`config.mk`:
```
export PLATFORM = sky130hd
export DESIGN_NAME = mem_access_flat
export DESIGN_NICKNAME = d
export VERILOG_FILES = /design/src/rtl/mem_access_if.sv /design/src/rtl/mem_access.sv /design/src/flat_wrapper.sv
export SDC_FILE = /design/constraint.sdc
export NUM_CORES = 1
export LEC_CHECK = 0
export BUFFER_PORTS_ARGS = -buffer_cell sky130_fd_sc_hd__buf_2
export CAP_MARGIN = 10
export CORE_MARGIN = 2
export CORE_UTILIZATION = 50
export CTS_CLUSTER_SIZE = 16
export DETAILED_ROUTE_END_ITERATION = 8
export PLACE_DENSITY_LB_ADDON = 0.25
export SYNTH_ARGS = -nofsm -noshare
export SYNTH_HDL_FRONTEND = slang
export SYNTH_SLANG_ARGS = --single-unit
export TNS_END_PERCENT = 1
```
`constraint.sdc`:
```
create_clock -name clk -period 3.3 [get_ports clk]
set_input_delay 0 -clock clk [delete_from_list [all_inputs] [get_ports clk]]
set_output_delay 0 -clock clk [all_outputs]
set_load 0.02 [all_outputs]
```
`src/rtl/mem_access_if.sv`:
```
// Byte-wide RAM port shared with other masters through a req/gnt arbiter.
interface mem_access_if #(
    parameter int unsigned ADDR_W = 32
);
    logic              mem_req;
    logic              mem_gnt;
    logic [ADDR_W-1:0] mem_a;
    logic              mem_wr;
    logic [7:0]        mem_dout;
    logic [7:0]        mem_din;

    modport master (
        output mem_req,
        output mem_a,
        output mem_wr,
        output mem_dout,
        input  mem_gnt,
        input  mem_din
    );

    modport slave (
        input  mem_req,
        input  mem_a,
        input  mem_wr,
        input  mem_dout,
        output mem_gnt,
        output mem_din
    );
endinterface

```
`src/rtl/mem_access.sv`:
```
// MEM stage: passes ALU results through to mem_wb, and runs loads/stores as
// little-endian byte-serial transfers on an arbitrated 8-bit RAM port,
// stalling the pipeline until each access completes.
module mem_access #(
    parameter int unsigned      ADDR_W  = 32,
    parameter int unsigned      DATA_W  = 32,
    parameter int unsigned      OPT_W   = 6,
    parameter logic [OPT_W-1:0] OPT_LB  = OPT_W'(6'h20),
    parameter logic [OPT_W-1:0] OPT_LH  = OPT_W'(6'h21),
    parameter logic [OPT_W-1:0] OPT_LW  = OPT_W'(6'h23),
    parameter logic [OPT_W-1:0] OPT_LBU = OPT_W'(6'h24),
    parameter logic [OPT_W-1:0] OPT_LHU = OPT_W'(6'h25),
    parameter logic [OPT_W-1:0] OPT_SB  = OPT_W'(6'h28),
    parameter logic [OPT_W-1:0] OPT_SH  = OPT_W'(6'h29),
    parameter logic [OPT_W-1:0] OPT_SW  = OPT_W'(6'h2B)
) (
    input  logic              clk,
    input  logic              rst,
    input  logic [OPT_W-1:0]  opt_i,
    input  logic              we_i,
    input  logic [4:0]        waddr_i,
    input  logic [DATA_W-1:0] alu_i,
    input  logic [DATA_W-1:0] rdata2_i,
    output logic              we_o,
    output logic [4:0]        waddr_o,
    output logic [DATA_W-1:0] wdata_o,
    output logic              stall_o,
    mem_access_if.master      mem
);

    typedef enum logic [2:0] {
        IDLE,
        REQ,
        XFER,
        LAST,
        DONE
    } state_t;

    state_t             state;
    state_t             state_nxt;
    logic [2:0]         cnt;
    logic               rd_pend;
    logic [ADDR_W-1:0]  addr;
    logic [DATA_W-1:0]  sdata;
    logic [OPT_W-1:0]   opt_q;
    logic [4:0]         waddr_q;
    logic               we_q;
    logic [31:0]        lbuf;

    logic               in_is_mem;
    logic [2:0]         n_q;
    logic               st_q;
    logic [1:0]         cap_idx;

    function automatic logic [2:0] nbytes(input logic [OPT_W-1:0] op);
        if (op == OPT_LB || op == OPT_LBU || op == OPT_SB)
            return 3'd1;
        else if (op == OPT_LH || op == OPT_LHU || op == OPT_SH)
            return 3'd2;
        else if (op == OPT_LW || op == OPT_SW)
            return 3'd4;
        else
            return 3'd0;
    endfunction

    function automatic logic is_store(input logic [OPT_W-1:0] op);
        return (op == OPT_SB) || (op == OPT_SH) || (op == OPT_SW);
    endfunction

    // Operation decode for the incoming and the latched operation.
    always_comb begin
        in_is_mem = (nbytes(opt_i) != 3'd0);
        n_q       = nbytes(opt_q);
        st_q      = is_store(opt_q);
        // cnt has already advanced past the byte whose read data is arriving
        cap_idx   = 2'(cnt - 3'd1);
    end

    // State register.
    always_ff @(posedge clk or negedge rst) begin
        if (!rst)
            state <= IDLE;
        else
            state <= state_nxt;
    end

    // Next state and all outputs; reset forces every output low.
    always_comb begin
        state_nxt    = state;
        we_o         = 1'b0;
        waddr_o      = '0;
        wdata_o      = '0;
        stall_o      = 1'b0;
        mem.mem_req  = 1'b0;
        mem.mem_a    = '0;
        mem.mem_wr   = 1'b0;
        mem.mem_dout = '0;
        case (state)
            IDLE: begin
                if (in_is_mem) begin
                    stall_o   = 1'b1;
                    state_nxt = REQ;
                end else begin
                    we_o    = we_i;
                    waddr_o = waddr_i;
                    wdata_o = alu_i;
                end
            end
            REQ: begin
                stall_o     = 1'b1;
                mem.mem_req = 1'b1;
                if (mem.mem_gnt)
                    state_nxt = XFER;
            end
            XFER: begin
                stall_o      = 1'b1;
                mem.mem_req  = 1'b1;
                mem.mem_a    = addr + ADDR_W'(cnt);
                mem.mem_dout = sdata[{cnt[1:0], 3'b000} +: 8];
                if (mem.mem_gnt) begin
                    mem.mem_wr = st_q;
                    if (cnt == n_q - 3'd1)
                        state_nxt = st_q ? DONE : LAST;
                end
            end
            LAST: begin
                // Final byte arrives here; if it was never issued, the last
                // address is re-presented until grant lets it go out.
                stall_o     = 1'b1;
                mem.mem_req = 1'b1;
                mem.mem_a   = addr + ADDR_W'(cnt - 3'd1);
                if (rd_pend)
                    state_nxt = DONE;
            end
            DONE: begin
                waddr_o = waddr_q;
                if (!st_q) begin
                    we_o = we_q;
                    if (opt_q == OPT_LB)
                        wdata_o = {{(DATA_W-8){lbuf[7]}}, lbuf[7:0]};
                    else if (opt_q == OPT_LBU)
                        wdata_o = {{(DATA_W-8){1'b0}}, lbuf[7:0]};
                    else if (opt_q == OPT_LH)
                        wdata_o = {{(DATA_W-16){lbuf[15]}}, lbuf[15:0]};
                    else if (opt_q == OPT_LHU)
                        wdata_o = {{(DATA_W-16){1'b0}}, lbuf[15:0]};
                    else
                        wdata_o = DATA_W'(lbuf);
                end
                state_nxt = IDLE;
            end
            default: state_nxt = IDLE;
        endcase
        if (!rst) begin
            we_o         = 1'b0;
            waddr_o      = '0;
            wdata_o      = '0;
            stall_o      = 1'b0;
            mem.mem_req  = 1'b0;
            mem.mem_a    = '0;
            mem.mem_wr   = 1'b0;
            mem.mem_dout = '0;
        end
    end

    // Operand latch, byte counter, read-pending flag and load assembly buffer.
    always_ff @(posedge clk or negedge rst) begin
        if (!rst) begin
            cnt     <= '0;
            rd_pend <= 1'b0;
            addr    <= '0;
            sdata   <= '0;
            opt_q   <= '0;
            waddr_q <= '0;
            we_q    <= 1'b0;
            lbuf    <= '0;
        end else begin
            case (state)
                IDLE: begin
                    if (in_is_mem) begin
                        addr    <= ADDR_W'(alu_i);
                        sdata   <= rdata2_i;
                        opt_q   <= opt_i;
                        waddr_q <= waddr_i;
                        we_q    <= we_i;
                        lbuf    <= '0;
                        cnt     <= '0;
                        rd_pend <= 1'b0;
                    end
                end
                REQ: begin
                    cnt     <= '0;
                    rd_pend <= 1'b0;
                end
                XFER: begin
                    if (rd_pend)
                        lbuf[{cap_idx, 3'b000} +: 8] <= mem.mem_din;
                    if (mem.mem_gnt) begin
                        cnt     <= cnt + 3'd1;
                        rd_pend <= ~st_q;
                    end else begin
                        rd_pend <= 1'b0;
                    end
                end
                LAST: begin
                    if (rd_pend) begin
                        lbuf[{cap_idx, 3'b000} +: 8] <= mem.mem_din;
                        rd_pend <= 1'b0;
                    end else if (mem.mem_gnt) begin
                        rd_pend <= 1'b1;
                    end
                end
                DONE: begin
                    cnt     <= '0;
                    rd_pend <= 1'b0;
                end
                default: begin
                    cnt     <= '0;
                    rd_pend <= 1'b0;
                end
            endcase
        end
    end

endmodule

```
`src/flat_wrapper.sv`:
```
// flat-port wrapper written by rule: the top's interface ports become plain ports
module mem_access_flat 
#(
    parameter int unsigned      ADDR_W  = 32,
    parameter int unsigned      DATA_W  = 32,
    parameter int unsigned      OPT_W   = 6,
    parameter logic [OPT_W-1:0] OPT_LB  = OPT_W'(6'h20),
    parameter logic [OPT_W-1:0] OPT_LH  = OPT_W'(6'h21),
    parameter logic [OPT_W-1:0] OPT_LW  = OPT_W'(6'h23),
    parameter logic [OPT_W-1:0] OPT_LBU = OPT_W'(6'h24),
    parameter logic [OPT_W-1:0] OPT_LHU = OPT_W'(6'h25),
    parameter logic [OPT_W-1:0] OPT_SB  = OPT_W'(6'h28),
    parameter logic [OPT_W-1:0] OPT_SH  = OPT_W'(6'h29),
    parameter logic [OPT_W-1:0] OPT_SW  = OPT_W'(6'h2B)
)
  (clk, rst, opt_i, we_i, waddr_i, alu_i, rdata2_i, we_o, waddr_o, wdata_o, stall_o, mem_mem_req, mem_mem_a, mem_mem_wr, mem_mem_dout, mem_mem_gnt, mem_mem_din);
  mem_access_if #(.ADDR_W(ADDR_W)) mem_i ();
  input  logic clk;
  input  logic rst;
  input  logic [OPT_W-1:0] opt_i;
  input  logic we_i;
  input  logic [4:0] waddr_i;
  input  logic [DATA_W-1:0] alu_i;
  input  logic [DATA_W-1:0] rdata2_i;
  output logic we_o;
  output logic [4:0] waddr_o;
  output logic [DATA_W-1:0] wdata_o;
  output logic stall_o;
  output wire logic [$bits(mem_i.mem_req)-1:0] mem_mem_req;
  output wire logic [$bits(mem_i.mem_a)-1:0] mem_mem_a;
  output wire logic [$bits(mem_i.mem_wr)-1:0] mem_mem_wr;
  output wire logic [$bits(mem_i.mem_dout)-1:0] mem_mem_dout;
  input wire logic [$bits(mem_i.mem_gnt)-1:0] mem_mem_gnt;
  input wire logic [$bits(mem_i.mem_din)-1:0] mem_mem_din;
  assign mem_mem_req = mem_i.mem_req;
  assign mem_mem_a = mem_i.mem_a;
  assign mem_mem_wr = mem_i.mem_wr;
  assign mem_mem_dout = mem_i.mem_dout;
  assign mem_i.mem_gnt = mem_mem_gnt;
  assign mem_i.mem_din = mem_mem_din;
  mem_access #(.ADDR_W(ADDR_W), .DATA_W(DATA_W), .OPT_W(OPT_W), .OPT_LB(OPT_LB), .OPT_LH(OPT_LH), .OPT_LW(OPT_LW), .OPT_LBU(OPT_LBU), .OPT_LHU(OPT_LHU), .OPT_SB(OPT_SB), .OPT_SH(OPT_SH), .OPT_SW(OPT_SW)) u_core (.clk(clk), .rst(rst), .opt_i(opt_i), .we_i(we_i), .waddr_i(waddr_i), .alu_i(alu_i), .rdata2_i(rdata2_i), .we_o(we_o), .waddr_o(waddr_o), .wdata_o(wdata_o), .stall_o(stall_o), .mem(mem_i));
endmodule
```
==> flow_metrics.py <==
metrics = {
    "status": {
        "status": "complete, but fails checks",
        "violations": "setup timing",
    },
    "critical_path": {
        "cp_data_arrival_time_ps": 3520,
        "critPathSlowestCell": "dfrtp_1",
        "worstPathBufferInverterCount": 3,
        "reg2reg_from": "u_core.cnt[0]",
        "startpoint": "u_core.state[2]",
        "worstSetupPathType": "register to primary output",
        "end_kind": "primary output",
        "crit_chain": "nand2b_4, nor2_4, nand3_4, clkinvlp_4, buf_12, ha_4, nand4_1, nor3_2, a221o_1, a21o_1, a211o_4, a221o_1, mux2i_2, buf_4",
        "start_kind": "register",
        "cpMostUsedCell": "a221o_1",
        "cp_top_family": "compound AO/OA/AOI/OAI gates",
        "crit_required_ps": 3300,
        "cp_max_fo": 8,
        "timing.critical_path.slowest_cell_delay_ps": 410,
    },
    "route": {
        "first_pass_iters": 5,
        "antenna_left": 0,
        "drt-initial-drc-count": 612,
        "wl_per_cell_um": 18.5,
        "routed_wl_um": 24000,
        "via_per_inst": 5.86,
        "drc_errors": 0,
        "vias": 7597,
    },
    "sta": {
        "finalMaxSlewViolations": 0,
        "hold_viol_final": 0,
        "layout_setup_ws_ps": -220,
        "timing.final.crit_share_pct": 107,
        "rsz0062_at_grt": "yes",
        "worst_pin_slew_ps": 1090,
        "fmax_mhz": 284,
        "relSlewSlack_pct": 27.1,
        "min_period_ps": 3520,
        "skew_ps": 7.09,
        "setup_viol": 9,
    },
    "pwr": {
        "swShare_pct": 43.3,
        "clock_power_share_pct": 17.8,
        "p_seq_share_pct": 21.8,
        "switching_power_mw": 4.71,
        "vdd.ir_drop.worst_uv": 433,
        "leakage_nw": 4.80,
        "power_density_mw_per_mm2": 1010,
        "internal_power_mw": 6.17,
        "combPwrFrac_pct": 60.3,
    },
    "synthesis": {
        "seq_area_frac_synth_pct": 37.6,
        "yosys_register_bits": 115,
        "avgSynthCellArea_um2": 9.19,
        "synth_ff_type": "dfrtp_1",
        "synth_edf_count": 0,
        "synth_top_area_share_pct": 37.6,
        "synth_warnings": 0,
        "synthCells": 832,
        "synth_area_leaders": "dfrtp_1 38%, mux2_2 11%, ha_1 5.7%, a21oi_1 5.2%, nand2_1 4.4%",
        "synth.distinct_cells": 67,
        "syn_nets": 955,
        "netlist_area_mm2": 0.00765,
        "async_flop_share_pct": 100,
        "synth.largest_area_cell": "dfrtp_1",
    },
    "placement": {
        "dp_hpwl_um": 16100,
        "dpl_cell_area_mm2": 0.00894,
        "io_buffers": 167,
        "gp_congestion": 0.920,
    },
    "job": {
        "cap_violations": 0,
    },
    "cells_and_area": {
        "diodes": 0,
        "fin_util_pct": 71.1,
        "finalInstanceArea_mm2": 0.0107,
        "final_cell_mix": "160 x buf_2, 115 x dfrtp_1, 90 x nand2_1, 85 x dlygate4sd3_1, 82 x nor2_1",
        "final_common_cell": "buf_2",
        "final_nets": 1218,
        "syn2layout_area_growth_pct": 40.3,
        "drive_above_1_share_pct": 33.9,
    },
    "global_routing": {
        "grt_util_all_layers_pct": 29.7,
        "grt.overflow.total": 0,
        "antenna_found_initial": 0,
        "grt_start_max_net_pins": 77,
        "grt_pass1_wl_um": 38100,
        "first_global_vias": 7380,
    },
    "cts": {
        "cts_tree": "built",
        "clk_latency_ps": 420,
        "cts.clk_slew.worst_paths_ps": 50,
        "htree_levels": 4,
        "clockRootBuffer": "clkbuf_16",
        "cts_buffer_depth": 2,
        "clock_sinks": 115,
        "cts_buffers": 17,
    },
    "floorplan": {
        "pin_count": 168,
        "dieArea_mm2": 0.0163,
        "chipWidth_um": 128,
        "start_util_pct": 50.7,
        "die_y_um": 128,
        "num_rows": 45,
        "core_area_mm2": 0.0151,
    },
    "min_path": {
        "worstHoldPathType": "primary input to async pin",
    },
}
## per-stage QoR
step	std cells	worst slack, ps	total power, mW	hold WS (ps)	setup TNS, ps
4_1_cts	1295	-186	10.7	338	-628
3_5_place_dp	1166	72.2	8.20	-185	0
5_1_grt	1296	-326	11.6	358	-3080
3_3_place_gp	1166	133	8.16	-184	0
2_1_floorplan	832	-288	6.70	-296	-2160
6_report	1296	-220	10.9	319	-654
## Yosys cell counts, drive strengths merged (3+ instances only)
cell type and count:
o211ai 4, xor2 11, inv 9, nand3 19, nand2 92, a211oi 3, a21o 13, mux2 74
mux4 8, nor2b 20, nand3b 3, and3 10, a21oi 83, buf 17, clkbuf 35, nand4 4
a211o 4, or3 5, a221oi 4, dfrtp 115, nand2b 17, mux2i 4, and2 6, o21bai 5
o21ai 50, a22oi 15, nor3 11, o31ai 25, nor3b 3, xnor2 15, nor2 83, ha 35
## worst reg2reg max path, delay by kind of cell (launching register included)
kind / cells / cell delay [ps]
and+or+nand+nor: 3 / 1000
DFF: 1 / 410
buffers and inverters: 1 / 220
adders and majority gates: 1 / 350
AOI/OAI and AO/OA: 1 / 240
## per-layer routing
metal  GRT usage (%)  routed length (um)  vias to the layer above
met5               0                   0                        -
met4            13.1                 950                        0
met3            5.68                1390                       81
met2            48.7               11700                      331
met1            38.5                9990                     3633
li1                -                   -                     3552
## cell type report
| class | count | area, um^2 |
|---|---|---|
| fill | 1155 | 4360 |
| timing repair buffer | 296 | 2090 |
| tap | 188 | 235 |
| clock buffer | 19 | 443 |
| multi-input combinational | 656 | 4870 |
| sequential | 115 | 2880 |
| inverter | 9 | 37.5 |
| clock inverter | 13 | 184 |
## power groups by stage
stage                     Clock [mW]  Sequential, mW  Combinational, mW
final                           1.94            2.37               6.56
after global routing            2.02            2.44               7.15
after CTS                       1.95            2.35               6.39
after detailed placement           0            2.35               5.85
after global placement             0            2.33               5.83
after floorplan                    0            2.22               4.48
## state kept, by name (all words and copies together), names as in the netlist
signal	count
u_core.addr	32
u_core.lbuf	32
u_core.sdata	32
u_core.opt_q	6
u_core.waddr_q	5
u_core.cnt	3
u_core.state	3
u_core.rd_pend	1
u_core.we_q	1
## final timing paths
kind	slack, ps	to	cells past startpoint
min	320	u_core.lbuf[30]	3
min reg2reg	480	u_core.lbuf[12]	2
max reg2reg	980	u_core.lbuf[4]	6
max	-220	mem_mem_a[27]	14
min in group clk	350	u_core.sdata[14]	3
max in group asynchronous	2380	u_core.sdata[22]	3
## cell families after synthesis
logic type,share of synthesized area (%)
compound gates,19.0
xor+xnor,2.98
fa+ha+maj,5.99
buf+inv,3.37
flops,37.6
mux,13.8
simple gates,17.3
## repair_timing
item	in CTS	in global routing
endpoints found under the setup margin	16	19
hold buffers	85	0
cloned	1	0
setup buffers	11	1
gates resized for setup	35	9
pin swaps	13	4
endpoints found under the hold margin	204	0
No activity file was read; power rests on OpenSTA's default activity.
